[config.mk]
export PLATFORM = sky130hd
export DESIGN_NAME = rr_mux_arbiter
export DESIGN_NICKNAME = d
export VERILOG_FILES = /design/src/rtl/rr_mux_arbiter.sv
export SDC_FILE = /design/constraint.sdc
export NUM_CORES = 1
export LEC_CHECK = 0
export BUFFER_PORTS_ARGS = -buffer_cell sky130_fd_sc_hd__buf_2
export CAP_MARGIN = 15
export CORE_MARGIN = 1.5
export CORE_UTILIZATION = 40
export CTS_CLUSTER_SIZE = 20
export DETAILED_ROUTE_END_ITERATION = 7
export PLACE_DENSITY = 0.72
export SLEW_MARGIN = 20
export SYNTH_ARGS = -nofsm -noshare
export SYNTH_HDL_FRONTEND = slang
export SYNTH_SLANG_ARGS = --single-unit
[constraint.sdc]
create_clock -name clk -period 4.7 [get_ports clk]
set_input_delay 0.47 -clock clk [delete_from_list [all_inputs] [get_ports clk]]
set_output_delay 0.47 -clock clk [all_outputs]
set_load 0.03 [all_outputs]
[src/rtl/rr_mux_arbiter.sv]
// Round-robin arbiter driving a 4:1 data mux into a single registered output stage
// with valid/ready handshakes on both sides.
module rr_mux_arbiter #(
  parameter int WIDTH = 4,
  parameter int N     = 4
) (
  input  logic             clk,
  input  logic             rst_n,
  input  logic [3:0]       in_valid,
  input  logic [WIDTH-1:0] in_data0,
  input  logic [WIDTH-1:0] in_data1,
  input  logic [WIDTH-1:0] in_data2,
  input  logic [WIDTH-1:0] in_data3,
  output logic [3:0]       in_ready,
  output logic             out_valid,
  output logic [WIDTH-1:0] out_data,
  output logic [1:0]       out_src,
  input  logic             out_ready,
  output logic [1:0]       sel
);

  logic [1:0]       ptr;
  logic [1:0]       winner;
  logic [1:0]       idx;
  logic             found;
  logic             any_valid;
  logic             free;
  logic             grant;
  logic [WIDTH-1:0] mux_data;

  // Search starts at ptr and wraps; falls back to ptr when nobody requests.
  always_comb begin
    winner = ptr;
    found  = 1'b0;
    idx    = ptr;
    for (int unsigned k = 0; k < 4; k++) begin
      idx = ptr + 2'(k);
      if (!found && in_valid[idx]) begin
        winner = idx;
        found  = 1'b1;
      end
    end
  end

  assign any_valid = |in_valid;
  assign free      = !out_valid || out_ready;
  // rst_n gating keeps in_ready low for the whole reset interval, not just after it.
  assign grant     = rst_n && free && any_valid;
  assign sel       = winner;

  always_comb begin
    in_ready = 4'b0000;
    if (grant) in_ready[winner] = 1'b1;
  end

  always_comb begin
    mux_data = in_data0;
    case (sel)
      2'd0: mux_data = in_data0;
      2'd1: mux_data = in_data1;
      2'd2: mux_data = in_data2;
      2'd3: mux_data = in_data3;
      default: mux_data = in_data0;
    endcase
  end

  always_ff @(posedge clk or negedge rst_n) begin
    if (!rst_n) begin
      out_valid <= 1'b0;
      out_data  <= '0;
      out_src   <= 2'd0;
      ptr       <= 2'd0;
    end else if (grant) begin
      out_valid <= 1'b1;
      out_data  <= mux_data;
      out_src   <= winner;
      ptr       <= winner + 2'd1;
    end else if (free) begin
      out_valid <= 1'b0;
    end
  end

endmodule
# Word level (Yosys, flattened, before mapping)
# Index checks and enable logic that the tools add are counted.
# totals
in_bits	23
ram_bits	0
latch_bits	0
out_inout_bits	13
regBits	9
mem_count	0
word_cells	51
mem_bits_ro	0
# classes
addsub	4
mux	20
n_mul	0
n_lt_le_gt_ge	6
reduce_logical	14
bitwise_logic	0
n_eq_ne	3
div_mod_pow	0
shifts	0
# op_table
operator	count
$pmux 4 s4	1
$lt 2x3->1 const B	5
$mux 1	10
$bmux 1 s2	4
$logic_and 1x1->1	6
$mux 2	3
$add 2x1->2 const B	2
$add 2x2->2 const B	2
$eq 2x2->1 const B	2
$logic_not 1->1	4
$mux 4	1
$reduce_or 4->1	1
$demux 1 s2	1
$eq 2x1->1 const B	1
$ge 2x1->1 const B	1
$logic_not 2->1	1
$reduce_bool 2->1	1
$logic_or 1x1->1	1

# Logic depth before layout (Yosys ltp)
# Gate-level depths: netlist (run 1).
# logic_depth
depth_word	17
depth_mapped	7
mapped_depth_nobuf	7

# Worst setup path after synthesis (run 1)
# Ideal clock, no wire load.
# synth_path
kind	input-to-output
start	input port in_valid[0]
end	output port in_ready[2]
path_buffers	0
required_ns	4.230
path_slack_ns	2.313
arrival_time_ns	1.917
cell_stages	5
cell_sequence	nor3b_1 a2111oi_2 nor2_1 ha_1 and2_1
# synth_via
elab_chain_len	17
elab_cells_between_ends	28
classes_between	2 x order compare; 17 x mux; 9 x reduce/logical
# synth_rtl
element	line_no	source
start: declaration	9	input logic [3:0] in_valid,
$bmux 1 s2	38	if (!found && in_valid[idx]) begin
$mux 1 (not written as such)	38	
$mux 1	38	
$logic_not 1->1	38	
$logic_and 1x1->1	38	
$mux 1	38	
$logic_not 1->1	38	
$logic_and 1x1->1	38	
[2 not listed]	--	
$logic_and 1x1->1	38	
$mux 2 *	38	
named net sel[1]	19	output logic [1:0] sel
$lt 2x3->1 (not written as such) / $ge 2x1->1 (equally long branches)	53	if (grant) in_ready[winner] = 1'b1;
$logic_and 1x1->1 (not written as such)	53	
$mux 1 (not written as such)	53	
$demux 1 s2 *	53	
$mux 4 *	53	
end: declaration	14	output logic [3:0] in_ready,
# Mark *: on every way through the listed nets, which the timed path passes. The rest lies on a longest branch. The select of a mux whose other input is x is not followed.

# Worst setup path in the final report (run 1)
# layout_path
start	register ptr[1]
end	output port in_ready[1]
# layout_via
elab_chain_len	17
elab_cells_between_ends	29
classes_between	3 x add/sub; 2 x order compare; 17 x mux; 7 x reduce/logical
# layout_rtl
element	line_no	source
start: declaration	22	logic [1:0] ptr;
start signal: assignment	77	ptr <= winner + 2'd1;
parallel branches: the longest is 11 deep, another holds $add 2x1->2	--	
$mux 2 *	38	
$lt 2x3->1 (not written as such) / $ge 2x1->1 (equally long branches)	53	
$logic_and 1x1->1 (not written as such)	53	
$mux 1 (not written as such)	53	
$demux 1 s2 *	53	
$mux 4 *	53	
# Every way passes the cells marked *. The select of a mux whose other input is x is not followed.

==> flow_summary.toml, run 1 <==
[route]
ant_nets = 0
first_pass_iters = 4
vias_per_cell = 5.39
wire_per_inst_um = 13.0
dr.first_iter.drc_count = 29
vias = 657
drc = 0
wirelength_mm = 1.59

[sta]
setup_viol = 0
period_minus_slack_ns = 2.52
fmax_mhz = 397
tightest_slew_ns = 0.486
finClkSkew_ns = 0.000256
report.final.slew_viol_count = 0
rsz0062_at_grt = "false"
hold_viol = 0
tns_ns = 0
slew_headroom = 0.675
period_share = 0.536
worst_hold_slack_ns = 0.0756

[global_routing]
grt_pass1_vias = 605
grt_antenna_before_repair = 0
grt_usage = 0.167
grt_pass1_wl_mm = 2.46
overflow = 0
grt_max_degree = 12

[synthesis]
synthCells = 67
ys_types = 29
synth.top_cell.area_share = 0.317
synth_area_um2 = 711
seq_area_frac_synth = 0.317
syn-num-nets = 95
yosysMostFrequentCell = "dfrtp_1"
syn_avg_cell_area_um2 = 10.6
yosys_warnings = 0
yosys-top-cells-area = "dfrtp_1 (32%), mux2_4 (11%), ha_1 (8.8%)"
yosysTopAreaCell = "dfrtp_1"
yosys_register_bits = 9
async_flop_share = 1.00
synth_edf_count = 0
synth_ff_type = "dfrtp_1"
synthTopCellsByCount = "dfrtp_1 (9), ha_1 (5), inv_1 (5), mux2_4 (5)"

[final_layout]
fillers = 166
final_net_count = 134
areaGrowthSynthToFinish_pct = 30.8
layout.cells.non_filler = 122
multi_input_area_um2 = 463
layout-drive-gt1-share = 0.448
ff_latch_area_um2 = 225
num_antenna_cells = 0

[worst_setup_path]
path_class = "flop to output pin"
end_kind = "output pin"
reg2reg_depth = 7
worstPathArrival_ns = 2.05
worstPathRequired_ns = 4.23
crit_path_start_kind = "flop"
cp_max_fo = 8

[power_and_ir_drop]
ir_worst_vdd_v = 0.000247
leakagePower_nw = 0.484
power_density_nw_per_um2 = 520

[clocking]
cts_resized = 0
insertion_delay_ns = 0.26
h-tree-depth = 1
cts_tree = "yes"
clkSinkCount = 9
post_cts_buffers = 0
cts_made_buffers = 3
cts.reportedPaths.clkPinSlew_ns = 0.06
cts_root_buffer = "clkbuf_4"
cts_max_path_buffers = 2
hold_buffers = 0

[die]
num_rows = 15
die_w_um = 45.2
die_area_um2 = 2040
coreArea_um2 = 1690
die_h_um = 45.2
ios = 36
start_util = 0.421

[run]
cap_viol_max_count = 0

[placed_design]
routabilityCongestion = 0.714
port_buffers = 35
hpwl_mm = 1.23
placedCellCount = 118

[worst_hold_path]
hold_path_class = "primary input to asynchronous set/reset pin"

[run_status]
status = "finished, final reports clean"
[critical path, cell delays in order, from the launching register on]
cell and delay [ns]:
dfrtp_1 0.45, nor3b_1 0.18, a2111oi_2 0.37, or2_2 0.22
ha_1 0.23, and2_1 0.14, buf_2 0.19
[layout by cell type, fill, tap and decap left out, drive strengths merged, types with 2 or more instances in the layout]
master / count
buf: 35
dfrtp: 9
inv: 5
mux2: 5
ha: 5
and2: 4
a222oi: 4
mux2i: 4
nor2: 4
clkbuf: 4
nor2b: 3
nand2b: 3
o21ai: 3
a21oi: 2
o41ai: 2
[kinds of logic (layout without fill, tap and decap cells)]
logic type,after synthesis,count (layout),synth area share
AOI/OAI and AO/OA,19,19,0.241
adders and majority gates,5,5,0.0880
buffers and inverters,6,44,0.0317
DFF,9,9,0.317
muxes,9,9,0.162
and+or+nand+nor,19,19,0.160
[path summary, 6_finish.rpt]
| kind | from | endpoint | slack [ns] |
|---|---|---|---|
| setup / recovery | ptr[1]$_DFFE_PN0P_ | in_ready[1] | 2.18 |
| hold / removal | rst_n | ptr[0]$_DFFE_PN0P_ | 0.08 |
| setup reg to reg | ptr[1]$_DFFE_PN0P_ | out_data[1]$_DFFE_PN0P_ | 2.40 |
| hold reg to reg | out_data[0]$_DFFE_PN0P_ | out_data[0]$_DFFE_PN0P_ | 0.51 |
| max in group asynchronous | rst_n | out_data[0]$_DFFE_PN0P_ | 4.41 |
| min in group clk | out_data[0]$_DFFE_PN0P_ | out_data[0]$_DFFE_PN0P_ | 0.51 |
[flip-flops by register name, indices dropped and copies added, names as in the netlist]
| signal | cells |
|---|---|
| ptr | 2 |
| out_src | 2 |
| out_valid | 1 |
| out_data | 4 |
[power breakdown]
part | switching, mW | internal [mW] | total [mW]
registers | 0.0239 | 0.108 | 0.132
logic | 0.167 | 0.125 | 0.292
clock network | 0.0265 | 0.0327 | 0.0592
total | 0.218 | 0.265 | 0.483
[cell type report]
type,instances,share of cell area
Timing Repair Buffer,35,0.188
Tap cell,17,0.0229
Multi-Input combinational cell,52,0.498
Sequential cell,9,0.242
Inverter,5,0.0202
Clock buffer,4,0.0283
[layer usage]
layer,track usage,share of wire,vias to the layer above
met5,0,0,-
met3,0.0720,0.079,0
met2,0.300,0.47,32
met1,0.188,0.45,298
li1,-,-,327
met4,0.0176,0,0
[metrics by stage]
| step | util | power, mW | instance area [um^2] | setup WS [ns] |
|---|---|---|---|---|
| finish | 0.550 | 0.483 | 930 | 2.18 |
| global route | 0.550 | 0.521 | 930 | 1.99 |
| CTS | 0.550 | 0.488 | 930 | 2.16 |
| detailed placement | 0.535 | 0.424 | 903 | 2.18 |
| global placement | 0.535 | 0.421 | 903 | 2.23 |
| floorplan | - | 0.348 | 711 | 2.31 |
(Power assumes the default switching activity.)
==> run 2, diff against run 1 <==
PLACE_DENSITY = 0.74   (was 0.72)
clock period = 2 ns   (was 4.7 ns; I/O delays follow)
==> run 2 against run 1 <==
The run now ends with negative setup slack left. Setup slack lost 2.3 ns. Register-to-register slack lost 2.5 ns. Die area is the same. Power grew to 2.6 times the previous value. Count of clock-buffer cells in the layout stayed put. Critical path type is now flop to flop. Largest power group unchanged.
==> flow_summary.toml, run 2 (same netlist as run 1, synthesis figures left out) <==
[clocking]
cts_tree = "yes"
cts_max_path_buffers = 2
cts_root_buffer = "clkbuf_4"
post_cts_buffers = 0
h-tree-depth = 1
cts_made_buffers = 3
cts.reportedPaths.clkPinSlew_ns = 0.06
clkSinkCount = 9
insertion_delay_ns = 0.26

[route]
vias = 706
dr.first_iter.drc_count = 22
wirelength_mm = 1.91
drc = 0
vias_per_cell = 5.43
first_pass_iters = 5
ant_nets = 0
wire_per_inst_um = 14.7

[placed_design]
routabilityCongestion = 0.760
hpwl_mm = 1.48
pre_cts_ws_ns = -0.193
port_buffers = 35
dpl_cell_area_um2 = 963

[worst_setup_path]
worstPathCellList = "nand2b_1 > a21o_1 > and3_1 > ha_2 > a222oi_1 > mux2i_1 > mux2_4"
crit_family = "compound AO/OA/AOI/OAI gates"
worstPathRequired_ns = 2.14
slowest_stage = "dfrtp_1"
slowest_delay_ns = 0.41
cp_max_fo = 5
crit_path_start_kind = "flop"
cp.buffers_inverters = 0
end_kind = "flop"
path_class = "flop to flop"
worstPathArrival_ns = 2.24

[die]
coreArea_um2 = 1690
start_util = 0.421
die_area_um2 = 2040
die_w_um = 45.2
num_rows = 15
die_h_um = 45.2
ios = 36

[global_routing]
grt_antenna_before_repair = 0
grt_max_degree = 10
grt_pass1_wl_mm = 2.89
grt_pass1_vias = 657
overflow = 0
grt_usage = 0.195

[final_layout]
final_net_count = 142
top_regs = "out_data (4), out_src (2), ptr (2)"
areaGrowthSynthToFinish_pct = 49.5
layout-drive-gt1-share = 0.558
regMostFlops = "out_data"
largest_reg_flops = 4
layout_commonest_cell = "buf_2"
fin_area_um2 = 1060
layout_common_cells = "buf_2 (33), dfrtp_1 (9), buf_4 (7)"
num_antenna_cells = 0

[sta]
finClkSkew_ns = 0.00692
fin_ws_ns = -0.103
setup_viol = 5
tightest_slew_ns = 0.456
hold_viol = 0
period_minus_slack_ns = 2.10
worst_hold_slack_ns = 0.232
rsz0062_at_grt = "true"
report.final.slew_viol_count = 0
fmax_mhz = 475
slew_headroom = 0.695
period_share = 1.05

[worst_hold_path]
hold_path_class = "primary input to flop"

[power_and_ir_drop]
ir_worst_vdd_v = 0.000657
power_density_nw_per_um2 = 1200
leakagePower_nw = 0.531

[run_status]
status = "complete, but fails checks"
failed_checks = "negative setup slack"

[run]
cap_viol_max_count = 0
==> run 2: cell count changes in the layout (fill, tap and decap cells not counted), moves of 2 or more <==
cell    previous run  this run
ha_1               5         2
buf_6              0         2
buf_4              0         7
nor2_1             3         1
buf_2             35        33
ha_2               0         2
nor2_2             0         2
==> run 2: per-layer routing <==
| metal | up-vias | global-route usage | part of all wire | wire, um |
|---|---|---|---|---|
| met5 | - | 0 | 0 | 0 |
| met4 | 0 | 0.0176 | 0 | 0 |
| met3 | 0 | 0.0560 | 0.072 | 137 |
| met2 | 37 | 0.383 | 0.55 | 1040 |
| met1 | 324 | 0.210 | 0.38 | 729 |
| li1 | 345 | - | - | - |
==> run 2: final cells by class <==
| cell class | count | area [um^2] |
|---|---|---|
| multi-input cells | 52 | 520 |
| well taps | 17 | 21.3 |
| clock buffers | 4 | 26.3 |
| flip-flops and latches | 9 | 225 |
| repair buffers | 43 | 250 |
| fillers | 155 | 627 |
| inverters | 5 | 18.8 |
==> run 2: timing repair <==
action                                 in CTS  in global routing
endpoints found under the hold margin       9                  0
setup endpoints to repair                   8                  8
pin swaps                                   1                  3
resized for setup                           9                  5
hold buffers                                1                  0
==> run 2: report_power, final <==
| group | internal [mW] | switching [mW] | total [mW] |
|---|---|---|---|
| Clock | 0.0767 | 0.0615 | 0.138 |
| Sequential | 0.254 | 0.0487 | 0.302 |
| Combinational | 0.384 | 0.448 | 0.832 |
==> run 2: path summary, 6_finish.rpt <==
check | startpoint | end | slack [ns] | cells after the start
min in group asynchronous | rst_n | ptr[0]$_DFFE_PN0P_ | 0.47 | 2
max | ptr[0]$_DFFE_PN0P_ | out_data[0]$_DFFE_PN0P_ | -0.10 | 7
max reg2reg | ptr[0]$_DFFE_PN0P_ | out_data[0]$_DFFE_PN0P_ | -0.10 | 7
min | out_ready | out_valid$_DFFE_PN0P_ | 0.23 | 3
min reg2reg | out_data[0]$_DFFE_PN0P_ | out_data[0]$_DFFE_PN0P_ | 0.50 | 1
max in group asynchronous | rst_n | out_data[1]$_DFFE_PN0P_ | 1.23 | 2
==> run 2: through the flow <==
step | instances | util | power (mW) | TNS, ns
finish | 130 | 0.629 | 1.27 | -0.247
global placement | 125 | 0.570 | 1.06 | -0.230
floorplan | 67 | - | 0.827 | -0.419
CTS | 130 | 0.616 | 1.26 | -0.309
global route | 130 | 0.629 | 1.37 | -1.14
detailed placement | 125 | 0.570 | 1.07 | -0.538
==> run 2: worst min-delay path, delay by kind of cell <==
kind	cells	cell delay, ns
buf+inv	1	0.08
simple gates	2	0.17
==> run 3, diff against run 2 <==
ABC_AREA = 1   (was not set)
PLACE_DENSITY = 0.71   (was 0.74)
==> run 3 against run 2 <==
The run still ends with negative setup slack left. Setup slack got worse by 0.32 ns. Non-clock buffer count rose by 14. Utilization rose by 15 points. Synthesized cell count rose by 100%. First-iteration DRC count rose by 50%. Critical path type is now flop to output pin. Design area rose by 45%. Critical path depth rose by 9. Via count rose by 66%. Synthesized area rose by 20%. Register-to-register slack got worse by 0.29 ns. Cell count rose by 69%.
==> flow_summary.toml, run 3 <==
[final_layout]
layout_common_cells = "nand2_1 (38), buf_2 (29), nand2_2 (21)"
regMostFlops = "out_data"
layout_commonest_cell = "nand2_1"
fin_area_um2 = 1540
num_antenna_cells = 0
areaGrowthSynthToFinish_pct = 80.9
layout-drive-gt1-share = 0.606
largest_reg_flops = 4
final_net_count = 222
top_regs = "out_data (4), out_src (2), ptr (2)"

[synthesis]
async_flop_share = 1.00
yosysTopAreaCell = "dfrtp_1"
yosys_warnings = 0
syn_avg_cell_area_um2 = 6.25
synthTopCellsByCount = "nand2_1 (58), inv_1 (14), nand3_1 (12)"
yosys_register_bits = 9
yosys-top-cells-area = "dfrtp_1 (27%), nand2_1 (26%), ha_1 (7.4%)"
synthCells = 136
yosysMostFrequentCell = "nand2_1"
seq_area_frac_synth = 0.265
syn-num-nets = 164
ys_types = 21
synth.top_cell.area_share = 0.265
synth_ff_type = "dfrtp_1"
synth_area_um2 = 850
synth_edf_count = 0

[worst_hold_path]
worstHoldEndpoint = "out_valid$_DFFE_PN0P_"
min_path_cells = 4
hold_path_class = "primary input to flop"
min_from = "out_ready"

[sta]
rsz0062_at_grt = "true"
report.final.slew_viol_count = 0
fmax_mhz = 413
slew_headroom = 0.794
tightest_slew_ns = 0.306
hold_viol = 0
setup_viol = 10
period_minus_slack_ns = 2.42
fin_ws_ns = -0.424
finClkSkew_ns = 0.00475
period_share = 1.21

[worst_setup_path]
r2r_start = "ptr[0]$_DFFE_PN0P_"
cp.depth = 16
slowest_stage = "dfrtp_2"
path_class = "flop to output pin"
cp.buffers_inverters = 5
crit_family = "simple AND/OR/NAND/NOR gates"
path_common_cell = "nand2_2"
slowest_delay_ns = 0.48
worstPathRequired_ns = 1.80
ff2ff_setup_slack_ns = -0.39
worstPathCellList = "buf_12 > nand2_2 > nand2_2 > nand2_1 > nand2_2 > nor2_4 > nand2_2 > nand2_2 > nand2_2 > nand2_4 > inv_4 > buf_4 > ha_4 > inv_4 > nor2_4 > buf_6"
end_kind = "output pin"
cp_max_fo = 6
reg2reg_depth = 17
worstPathArrival_ns = 2.22
r2r-end = "out_data[0]$_DFFE_PN0P_"
crit_path_start_kind = "flop"

[clocking]
cts_tree = "yes"
clkSinkCount = 9
cts.reportedPaths.clkPinSlew_ns = 0.07
cts_root_buffer = "clkbuf_4"
cts_max_path_buffers = 2
cts_made_buffers = 3
insertion_delay_ns = 0.27
h-tree-depth = 1

[route]
vias = 1169
first_pass_iters = 4
wirelength_mm = 3.23
ant_nets = 0
dr.first_iter.drc_count = 33
wire_per_inst_um = 14.7
vias_per_cell = 5.31
drc = 0

[die]
coreArea_um2 = 1980
num_rows = 16
die_w_um = 49.1
ios = 36
die_h_um = 49.1
start_util = 0.429
die_area_um2 = 2410

[placed_design]
port_buffers = 35
routabilityCongestion = 0.872
hpwl_mm = 1.80
dpl_cell_area_um2 = 1210

[run_status]
status = "complete, but fails checks"
failed_checks = "negative setup slack"

[global_routing]
grt_max_degree = 12
grt_pass1_wl_mm = 4.83
overflow = 0
grt_usage = 0.263
grt_antenna_before_repair = 0
grt_pass1_vias = 1143

[run]
cap_viol_max_count = 0
[run 3: cell types whose count changed in the layout (fill, tap and decap cells not counted), sizes merged, moves of 4 or more]
cell / previous run / this run
inv: 5 / 16
nand3: 1 / 13
nor2: 4 / 12
a222oi: 4 / 0
and2: 4 / 0
a221oi: 0 / 4
buf: 42 / 55
nand2: 1 / 65
mux2i: 4 / 0
mux2: 5 / 0
[run 3: timing repair]
item / in CTS / in global routing
resized for setup: 44 / 18
cloned: 1 / 0
buffers inserted: 9 / 0
hold buffers: 1 / 0
pin swaps: 25 / 18
endpoints found under the hold margin: 9 / 0
endpoints found under the setup margin: 8 / 11
[run 3: final cells by class]
class	count	area, um^2
clock buffers	4	26.3
fillers	127	445
inverters	16	75.1
multi-input cells	107	766
flip-flops and latches	9	226
well taps	27	33.8
repair buffers	57	409
[run 3: tightest hold or removal path: stages]
cell and delay (ns):
buf_2 0.07, nor2_1 0.03, inv_1 0.06, nand2_1 0.05
[run 3: per-stage QoR]
| step | cells | setup TNS, ns | setup slack (ns) | utilization | hold WS (ns) |
|---|---|---|---|---|---|
| after global routing | 220 | -3.90 | -0.515 | 0.775 | 0.197 |
| after global placement | 206 | -0.696 | -0.129 | 0.609 | 0.0682 |
| final | 220 | -3.14 | -0.424 | 0.775 | 0.184 |
| after CTS | 221 | -2.62 | -0.357 | 0.761 | 0.197 |
| after floorplan | 136 | -0.201 | -0.0437 | - | -0.0956 |
| after detailed placement | 206 | -1.12 | -0.171 | 0.609 | 0.0699 |
[run 3: worst max path at each step]
stage	start	endpoint	slack [ns]
floorplan	ptr[0]$_DFFE_PN0P_	out_data[2]$_DFFE_PN0P_	-0.04
global placement	ptr[0]$_DFFE_PN0P_	in_ready[1]	-0.13
detailed placement	ptr[0]$_DFFE_PN0P_	in_ready[1]	-0.17
CTS	ptr[0]$_DFFE_PN0P_	in_ready[0]	-0.36
global route	ptr[0]$_DFFE_PN0P_	out_data[0]$_DFFE_PN0P_	-0.51
finish	ptr[0]$_DFFE_PN0P_	in_ready[0]	-0.42
[run 3: logic make-up after synthesis]
family / share of synthesized area
compound gates: 0.0957
fa+ha+maj: 0.0736
buf+inv: 0.103
flops: 0.265
simple gates: 0.462
[run 3: per-layer routing]
layer	track usage	up-vias	part of all wire
met5	0	-	0
met4	0.148	0	0.034
met3	0.0675	15	0.069
met2	0.468	65	0.52
met1	0.279	541	0.37
li1	-	548	-
Power of run 3 is not shown: default switching activity piles up to over one toggle a cycle in this logic, so the estimate is an artifact.
